==> src/rtl/simon_seq_if.sv <==
// Player-side signal bundle for the simon_seq memory game.
// The game core takes the slave modport; whatever drives the switches
// and reads the LEDs (board top or bench) takes the master modport.
interface simon_seq_if #(
    parameter int WIDTH = 4,
    parameter int DEPTH = 64
) ();
    localparam int SW = $clog2(DEPTH + 1);

    logic             restart;
    logic             level;
    logic [WIDTH-1:0] pattern;
    logic [WIDTH-1:0] pattern_leds;
    logic [2:0]       mode_leds;
    logic [SW-1:0]    score;
    logic [SW-1:0]    hiscore;

    modport master (
        output restart, level, pattern,
        input  pattern_leds, mode_leds, score, hiscore
    );

    modport slave (
        input  restart, level, pattern,
        output pattern_leds, mode_leds, score, hiscore
    );
endinterface

==> src/rtl/simon_seq.sv <==
// simon_seq: "Simon" style memory game.
// The player adds one pattern per round, the sequence is played back,
// then the player must repeat the whole sequence from the start.
// Optional macro SIMON_SEQ_HISCORE_EN keeps a best-score register;
// without it hiscore is tied to zero.
module simon_seq #(
    parameter int WIDTH = 4,
    parameter int DEPTH = 64
) (
    input  logic       pclk,
    input  logic       rst,
    simon_seq_if.slave bus
);
    localparam int SW = $clog2(DEPTH + 1);
    localparam int IW = $clog2(DEPTH);

    // State encodings double as the mode_leds codes.
    typedef enum logic [2:0] {
        S_INPUT    = 3'b001,
        S_PLAYBACK = 3'b010,
        S_REPEAT   = 3'b100,
        S_DONE     = 3'b111,
        S_WIN      = 3'b110
    } state_t;

    state_t           state_q, state_d;
    logic [SW-1:0]    len_q, len_d;
    logic [SW-1:0]    score_q, score_d;
    logic [IW-1:0]    idx_q, idx_d;
    logic [IW-1:0]    idx_wrap;
    logic             level_q, level_d;
    logic             pat_ok;
    logic             idx_last;
    logic             mem_we;
    logic [WIDTH-1:0] mem_q [DEPTH];

    // Next-state logic; restart is applied last so it overrides everything.
    always_comb begin
        state_d  = state_q;
        len_d    = len_q;
        idx_d    = idx_q;
        score_d  = score_q;
        level_d  = level_q;
        mem_we   = 1'b0;
        // Difficulty is only sampled before the first entry of a game.
        if (state_q == S_INPUT && len_q == '0)
            level_d = bus.level;
        // Validity uses the level sampled on this same edge.
        pat_ok   = level_d ? (|bus.pattern) : $onehot(bus.pattern);
        idx_last = (SW'(idx_q) == len_q - SW'(1));
        idx_wrap = idx_last ? '0 : idx_q + IW'(1);

        case (state_q)
            S_INPUT: begin
                if (pat_ok) begin
                    mem_we  = 1'b1;
                    len_d   = len_q + SW'(1);
                    idx_d   = '0;
                    state_d = S_PLAYBACK;
                end
            end
            S_PLAYBACK: begin
                idx_d = idx_wrap;
                if (idx_last)
                    state_d = S_REPEAT;
            end
            S_REPEAT: begin
                if (bus.pattern == mem_q[idx_q]) begin
                    idx_d = idx_wrap;
                    if (idx_last) begin
                        score_d = score_q + SW'(1);
                        state_d = (len_q == SW'(DEPTH)) ? S_WIN : S_INPUT;
                    end
                end else begin
                    idx_d   = '0;
                    state_d = S_DONE;
                end
            end
            S_DONE, S_WIN: idx_d = idx_wrap;
            default:       state_d = S_INPUT;
        endcase

        if (bus.restart) begin
            state_d = S_INPUT;
            len_d   = '0;
            idx_d   = '0;
            score_d = '0;
            mem_we  = 1'b0;
        end
    end

    // Control/state registers, async active-low reset.
    always_ff @(posedge pclk or negedge rst) begin
        if (!rst) begin
            state_q <= S_INPUT;
            len_q   <= '0;
            idx_q   <= '0;
            score_q <= '0;
            level_q <= 1'b0;
        end else begin
            state_q <= state_d;
            len_q   <= len_d;
            idx_q   <= idx_d;
            score_q <= score_d;
            level_q <= level_d;
        end
    end

    // Sequence memory; never cleared, entries beyond len are ignored.
    always_ff @(posedge pclk) begin
        if (mem_we)
            mem_q[len_q[IW-1:0]] <= bus.pattern;
    end

`ifdef SIMON_SEQ_HISCORE_EN
    logic [SW-1:0] hiscore_q, hiscore_d;

    // Best score tracks the new score on the same edge it is exceeded.
    always_comb begin
        hiscore_d = (score_d > hiscore_q) ? score_d : hiscore_q;
    end

    // Best-score register; only rst clears it, restart does not.
    always_ff @(posedge pclk or negedge rst) begin
        if (!rst) hiscore_q <= '0;
        else      hiscore_q <= hiscore_d;
    end

    assign bus.hiscore = hiscore_q;
`else
    assign bus.hiscore = '0;
`endif

    // Switches are echoed while the player is entering; stored data otherwise.
    assign bus.pattern_leds = (state_q == S_INPUT || state_q == S_REPEAT)
                              ? bus.pattern : mem_q[idx_q];
    assign bus.mode_leds    = state_q;
    assign bus.score        = score_q;
endmodule

==> src/flat_wrapper.sv <==
// flat-port wrapper written by rule: the top's interface ports become plain ports
module simon_seq_flat 
#(
    parameter int WIDTH = 4,
    parameter int DEPTH = 64
)
  (pclk, rst, bus_restart, bus_level, bus_pattern, bus_pattern_leds, bus_mode_leds, bus_score, bus_hiscore);
  simon_seq_if #(.WIDTH(WIDTH), .DEPTH(DEPTH)) bus_i ();
  input  logic pclk;
  input  logic rst;
  input wire logic [$bits(bus_i.restart)-1:0] bus_restart;
  input wire logic [$bits(bus_i.level)-1:0] bus_level;
  input wire logic [$bits(bus_i.pattern)-1:0] bus_pattern;
  output wire logic [$bits(bus_i.pattern_leds)-1:0] bus_pattern_leds;
  output wire logic [$bits(bus_i.mode_leds)-1:0] bus_mode_leds;
  output wire logic [$bits(bus_i.score)-1:0] bus_score;
  output wire logic [$bits(bus_i.hiscore)-1:0] bus_hiscore;
  assign bus_i.restart = bus_restart;
  assign bus_i.level = bus_level;
  assign bus_i.pattern = bus_pattern;
  assign bus_pattern_leds = bus_i.pattern_leds;
  assign bus_mode_leds = bus_i.mode_leds;
  assign bus_score = bus_i.score;
  assign bus_hiscore = bus_i.hiscore;
  simon_seq #(.WIDTH(WIDTH), .DEPTH(DEPTH)) u_core (.pclk(pclk), .rst(rst), .bus(bus_i));
endmodule
==> config.mk <==
export PLATFORM = sky130hd
export DESIGN_NAME = simon_seq_flat
export DESIGN_NICKNAME = d
export VERILOG_FILES = /design/src/rtl/simon_seq_if.sv /design/src/rtl/simon_seq.sv /design/src/flat_wrapper.sv
export SDC_FILE = /design/constraint.sdc
export NUM_CORES = 1
export LEC_CHECK = 0
export CAP_MARGIN = 10
export CORE_ASPECT_RATIO = 1.1
export CORE_MARGIN = 3
export CORE_UTILIZATION = 69
export CTS_BUF_LIST = sky130_fd_sc_hd__clkbuf_8
export DETAILED_ROUTE_END_ITERATION = 10
export PLACE_DENSITY = 0.95
export SYNTH_ARGS = -nofsm -noshare
export SYNTH_HDL_FRONTEND = slang
export SYNTH_SLANG_ARGS = --single-unit
==> constraint.sdc <==
create_clock -name pclk -period 5.4 [get_ports pclk]
set_clock_uncertainty 0.15 [all_clocks]
set_input_delay 0.81 -clock pclk [delete_from_list [all_inputs] [get_ports pclk]]
set_output_delay 0.81 -clock pclk [all_outputs]
set_load 0.05 [all_outputs]
==> results of run 1 <==
[cell usage in the layout, fill, tap and decap left out, types with 4 or more instances in the layout]
master and instances:
a21oi_1 11, a22oi_1 8, a31oi_1 4, and2_1 4, and3_1 8, buf_2 4, buf_4 11, clkbuf_8 43
clkdlybuf4s50_1 17, clkinv_1 9, conb_1 7, dfrtp_1 20, edfxtp_1 256, ha_1 9, inv_1 29, mux2i_1 21
mux4_2 65, nand2_1 27, nand2b_1 8, nand3_1 13, nand4_1 6, nor2_1 96, nor2b_1 7, nor3_1 8
o21ai_0 11, or2_2 4, or3_1 5, xnor2_1 9, xor2_1 7
[registers in the layout, summed over array words and instances (netlist names)]
register              cells
u_core.mem_q            256
u_core.idx_q              6
u_core.len_q              7
u_core.level_q            1
u_core.bus.score          7
u_core.bus.mode_leds      3
[per-layer routing]
metal	part of all wire, %	vias up	global-route usage, %
li1	-	2898	-
met1	33	3605	41.01
met2	46	733	51.34
met3	13	205	9.012
met4	8.4	0	21.72
met5	0	-	0
[cell type report]
class	count	share of cell area, %
flip-flops and latches	280	63.30
multi-input cells	388	26.20
clock buffers	43	4.516
repair buffers	35	2.540
well taps	229	2.186
clock inverters	28	0.8593
inverters	14	0.4010
[worst min path at each step]
stage / from / endpoint / slack [ns]
finish: u_core.bus.score[6] / u_core.bus.score[6] / 0.41
global route: u_core.bus.score[5] / u_core.bus.score[5] / 0.47
floorplan: u_core.level_q / u_core.level_q / 0.30
global placement: u_core.level_q / u_core.level_q / 0.35
CTS: u_core.bus.score[6] / u_core.bus.score[6] / 0.41
detailed placement: u_core.bus.score[6] / u_core.bus.score[6] / 0.41
[through the flow]
| stage | cell area (sq um) | instances | worst slack (ns) | utilization (%) | hold WS, ns |
|---|---|---|---|---|---|
| after global routing | 13110 | 1017 | 0.1345 | 78.59 | 0.4670 |
| final | 13110 | 1017 | 0.3036 | 78.59 | 0.4100 |
| after global placement | 12360 | 944 | 0.9151 | 74.12 | 0.3534 |
| after CTS | 13090 | 1016 | 0.2309 | 78.47 | 0.4136 |
| after floorplan | 12000 | 726 | 1.584 | - | 0.3041 |
| after detailed placement | 12360 | 944 | 0.6325 | 74.12 | 0.4050 |
[worst max-delay path: stages (launching register included)]
cell and delay, ns:
dfrtp_2 1.07, mux4_2 0.63, mux4_2 0.53, mux2i_1 0.15, mux2i_1 0.14, nor2_1 0.16, a21oi_1 0.11, clkdlybuf4s50_1 0.77
[kinds of logic after synthesis]
| kind of cell | count (synthesis) | synth area share (%) |
|---|---|---|
| buffers and inverters | 58 | 2.319 |
| adder cells (fa/ha/maj) | 10 | 1.107 |
| AND/OR/NAND/NOR | 197 | 7.741 |
| flip-flops | 280 | 69.21 |
| multiplexers | 88 | 14.16 |
| XOR/XNOR | 16 | 1.170 |
| other | 1 | 0.03131 |
| AO/OA/AOI/OAI | 70 | 4.262 |
[timing repair]
item | CTS | global route
gates resized for setup | 0 | 0
setup endpoints to repair | 1 | 1
hold endpoints to repair | 0 | 0
setup buffers | 1 | 1
[report_power, final]
part           internal [mW]  leakage, nW  switching, mW  total, mW
Sequential              2.40         2.62         0.0643       2.47
Combinational          0.282         1.23          0.520      0.802
Clock                  0.734        0.423          0.773       1.51
Total                   3.42         4.28           1.36       4.78
==> results.cfg, run 1 <==
[worst_setup_path]
critPathLaunch = u_core.idx_q[1]
reg2reg_depth = 9
r2r-start = u_core.len_q[3]
r2r_slack_ns = 0.66
cp_data_arrival_time_ns = 4.14
rr_endpoint = u_core.mem_q[2][1]
start_kind = flip-flop
critPathRequiredTime_ns = 4.44
cp-endpoint = bus_pattern_leds[1]
crit_type = reg -> out
path_max_fanout = 34
worst_setup_path_end_kind = primary output

[drt]
viasPerCell = 7.317
vias = 7441
drc = 0
wl_per_cell_um = 30.04
drtIter0Drc = 1228
drtAntennaViolNets = 0
totalWireLength_mm = 30.55
drt_first_pass_iters = 6

[floorplanning]
core_region_area_sq_um = 16680
ios = 29
die_area_sq_um = 18980
rows = 49
die_y_um = 144.2
initial_utilization_pct = 71.83
die_w_um = 131.6

[sta]
setup_tns_ns = 0
worstMarginPinSlew_ns = 1.130
min_period_ns = 5.096
slew_headroom_pct = 23.62
hold_viol_final = 0
finalMaxSlewViolations = 0
fmax_mhz = 196.2
rsz0062_at_grt = no
min_period_over_period_pct = 94.38
setup_viol = 0

[yosys]
synth_ff_type = edfxtp_1
synth_area_leaders = edfxtp_1 64%, mux4_2 12%, dfrtp_1 4.8%, nor2_1 3.0%, mux2i_1 1.8%
netlist_area_sq_um = 11980
synth_edf_count = 256
ys_ff_latch = 280
ys_types = 62
synth_top_area_cell = edfxtp_1
yosysWarnings = 0
synth_top_area_share_pct = 64.18
async_reset_ff_share_pct = 8.571
yosysMostFrequentCell = edfxtp_1
synth.avg_cell_area_sq_um = 16.64
synth_cells = 720
yosysSeqAreaShare_pct = 69.21
synth_commonest_cells = 256 x edfxtp_1, 96 x nor2_1, 65 x mux4_2

[place]
gp_congestion = 0.9537
io_buffers = 21
dp_hpwl_mm = 17.68

[clock_tree]
insertion_delay_ns = 0.56
cts-root-buf = clkbuf_8
clockBufferDepth = 3
clk_pin_slew_ns = 0.07
htree_levels = 2
numCtsBuffers = 42
cts_tree = yes
cts_hold_buf = 0
cts_sinks = 280

[grt]
grt_pass1_wl_mm = 45.93
antenna_found_initial = 0
first_global_vias = 7408
grt_util_all_layers_pct = 32.72
grt_max_degree = 67
overflow = 0

[final_layout]
drive_gt1_share_pct = 18.40
n_fill_cell = 805
ff_latch_area_sq_um = 8295
syn2layout_area_growth_pct = 9.412
antenna_cells = 0
multiInputGateArea_sq_um = 3433
final_net_count = 779

[pwr]
leakage_nw = 4.276
power_density_nw_per_um2 = 364.5
peakVddDrop_uv = 224.1
p_total_mw = 4.776

[job]
cap_violations = 0

[hold_path]
min_path_type = reg -> reg
whs_path_depth = 2

[outcome]
status = complete, no violations
No activity file was read; power rests on OpenSTA's default activity.
==> run 2, diff against run 1 <==
--- a/config.mk
+++ b/config.mk
@@ -11,7 +11,7 @@
 export CORE_UTILIZATION = 69
 export CTS_BUF_LIST = sky130_fd_sc_hd__clkbuf_8
 export DETAILED_ROUTE_END_ITERATION = 10
-export PLACE_DENSITY = 0.95
+export PLACE_DENSITY = 0.87
 export SYNTH_ARGS = -nofsm -noshare
 export SYNTH_HDL_FRONTEND = slang
 export SYNTH_SLANG_ARGS = --single-unit
==> run 2 against run 1 <==
Effect of this change:
- register-to-register slack better by 0.19 ns
- cell count rose by 0.29%
- sequential power about the same
- critical endpoint is now bus_pattern_leds[0]
- highest routed layer unchanged
==> results.cfg, run 2 (same netlist as run 1, synthesis figures left out) <==
[pwr]
power_frac_seq_pct = 51.9
combinationalPowerShare_pct = 16.2
internal-power_mw = 3.432
power_density_nw_per_um2 = 363.8
power.switching_mw = 1.334
pwr-share-clk_pct = 32.0
leakage_nw = 4.283
switching_share_pct = 27.99
p_total_mw = 4.766
peakVddDrop_uv = 284.8

[drt]
totalWireLength_mm = 28.05
drtIter0Drc = 1127
wl_per_cell_um = 27.50
viasPerCell = 7.044
vias = 7185
drt_first_pass_iters = 7
drc = 0
drtAntennaViolNets = 0

[final_layout]
finalNonFillerCells = 1020
final_net_count = 776
syn2layout_area_growth_pct = 9.360
antenna_cells = 0
multiInputGateArea_sq_um = 3433
n_fill_cell = 883
ff_latch_area_sq_um = 8295
largest_reg_flops = 256
final_common_cell = edfxtp_1
drive_gt1_share_pct = 18.46
layout_common_cells = 256 x edfxtp_1, 96 x nor2_1, 65 x mux4_2, 44 x clkbuf_8, 31 x inv_1
fin_util_pct = 78.55
fin_area_sq_um = 13100

[hold_path]
whs_path_depth = 2
hold_end = u_core.level_q
holdCritStartpoint = u_core.level_q
min_path_type = reg -> reg

[worst_setup_path]
slowest_stage = dfrtp_2
worst_setup_path_end_kind = primary output
cp_data_arrival_time_ns = 4.28
start_kind = flip-flop
reg2reg_depth = 8
crit_chain = clkinv_1, a311oi_1, o211ai_1, nand2_1, nor2_1, a21oi_1, clkdlybuf4s50_1
cp_slowest_stage_delay_ns = 0.95
path_max_fanout = 32
r2r-start = u_core.len_q[3]
rr_endpoint = u_core.mem_q[43][0]
critPathRequiredTime_ns = 4.44
r2r_slack_ns = 0.85
crit_type = reg -> out

[place]
io_buffers = 21
dp_cells = 943
place_area_sq_um = 12340
dp_hpwl_mm = 17.56
place_ws_ns = 0.7220
gp_congestion = 0.9095

[sta]
holdWs_ns = 0.4077
fmax_mhz = 190.9
min_period_ns = 5.237
setup_tns_ns = 0
slew_headroom_pct = 27.55
setup_viol = 0
finalMaxSlewViolations = 0
min_period_over_period_pct = 96.98
rsz0062_at_grt = no
setup_ws_ns = 0.1630
hold_viol_final = 0
worstMarginPinSlew_ns = 1.072

[clock_tree]
numCtsBuffers = 41
cts_tree = yes
cts-root-buf = clkbuf_8
htree_levels = 2
clockBufferDepth = 3
clk_pin_slew_ns = 0.07
insertion_delay_ns = 0.55
cts_sinks = 280
cts_resized = 0

[grt]
grt_max_degree = 67
first_global_vias = 7130
overflow = 0
antenna_found_initial = 0
grt_pass1_wl_mm = 42.28
grt_util_all_layers_pct = 30.17

[floorplanning]
rows = 49
die_area_sq_um = 18980
ios = 29
core_region_area_sq_um = 16680
die_w_um = 131.6
initial_utilization_pct = 71.83
die_y_um = 144.2

[job]
cap_violations = 0

[outcome]
status = complete, no violations
run 2: metal layers:
| layer | part of all wire [%] | up-vias | GRT usage, % |
|---|---|---|---|
| met1 | 34 | 3532 | 39.16 |
| met4 | 4.3 | 0 | 12.55 |
| met3 | 12 | 113 | 7.237 |
| met2 | 50 | 641 | 50.45 |
| met5 | 0 | - | 0 |
| li1 | - | 2899 | - |
run 2: power by group through the flow:
stage               registers (mW)  clock network [mW]  logic [mW]
floorplan                     2.49                   0       0.521
global placement              2.52                   0       0.687
detailed placement            2.53                   0       0.716
CTS                           2.48                1.53       0.721
global route                  2.48                1.63       0.807
finish                        2.47                1.52       0.770
run 2: final cells by class:
class / instances / share of cell area (%)
Clock buffer: 44 / 4.623
Clock inverter: 32 / 1.013
Inverter: 14 / 0.4012
Multi-Input combinational cell: 388 / 26.21
Sequential cell: 280 / 63.33
Tap cell: 229 / 2.187
Timing Repair Buffer: 33 / 2.235
run 2: critical path, delay by kind of cell, from the launching register on:
| family | cells | cell delay, ns |
|---|---|---|
| DFF | 1 | 0.95 |
| and+or+nand+nor | 2 | 0.16 |
| buffers and inverters | 2 | 1.50 |
| AOI/OAI and AO/OA | 3 | 1.11 |
run 2: worst max path at each step:
stage	startpoint	endpoint	slack (ns)	cells past startpoint
2_1_floorplan	u_core.bus.mode_leds[0]	u_core.mem_q[58][0]	1.58	10
3_3_place_gp	u_core.idx_q[0]	bus_pattern_leds[3]	0.81	7
3_5_place_dp	u_core.idx_q[0]	bus_pattern_leds[3]	0.72	7
4_1_cts	u_core.idx_q[0]	bus_pattern_leds[3]	0.10	7
5_1_grt	u_core.idx_q[2]	bus_pattern_leds[3]	0.05	7
6_report	u_core.idx_q[2]	bus_pattern_leds[0]	0.16	7
run 2: timing repair:
item / CTS / global route
setup buffers: 0 / 1
hold buffers: 0 / 0
hold endpoints to repair: 0 / 0
endpoints found under the setup margin: 0 / 1
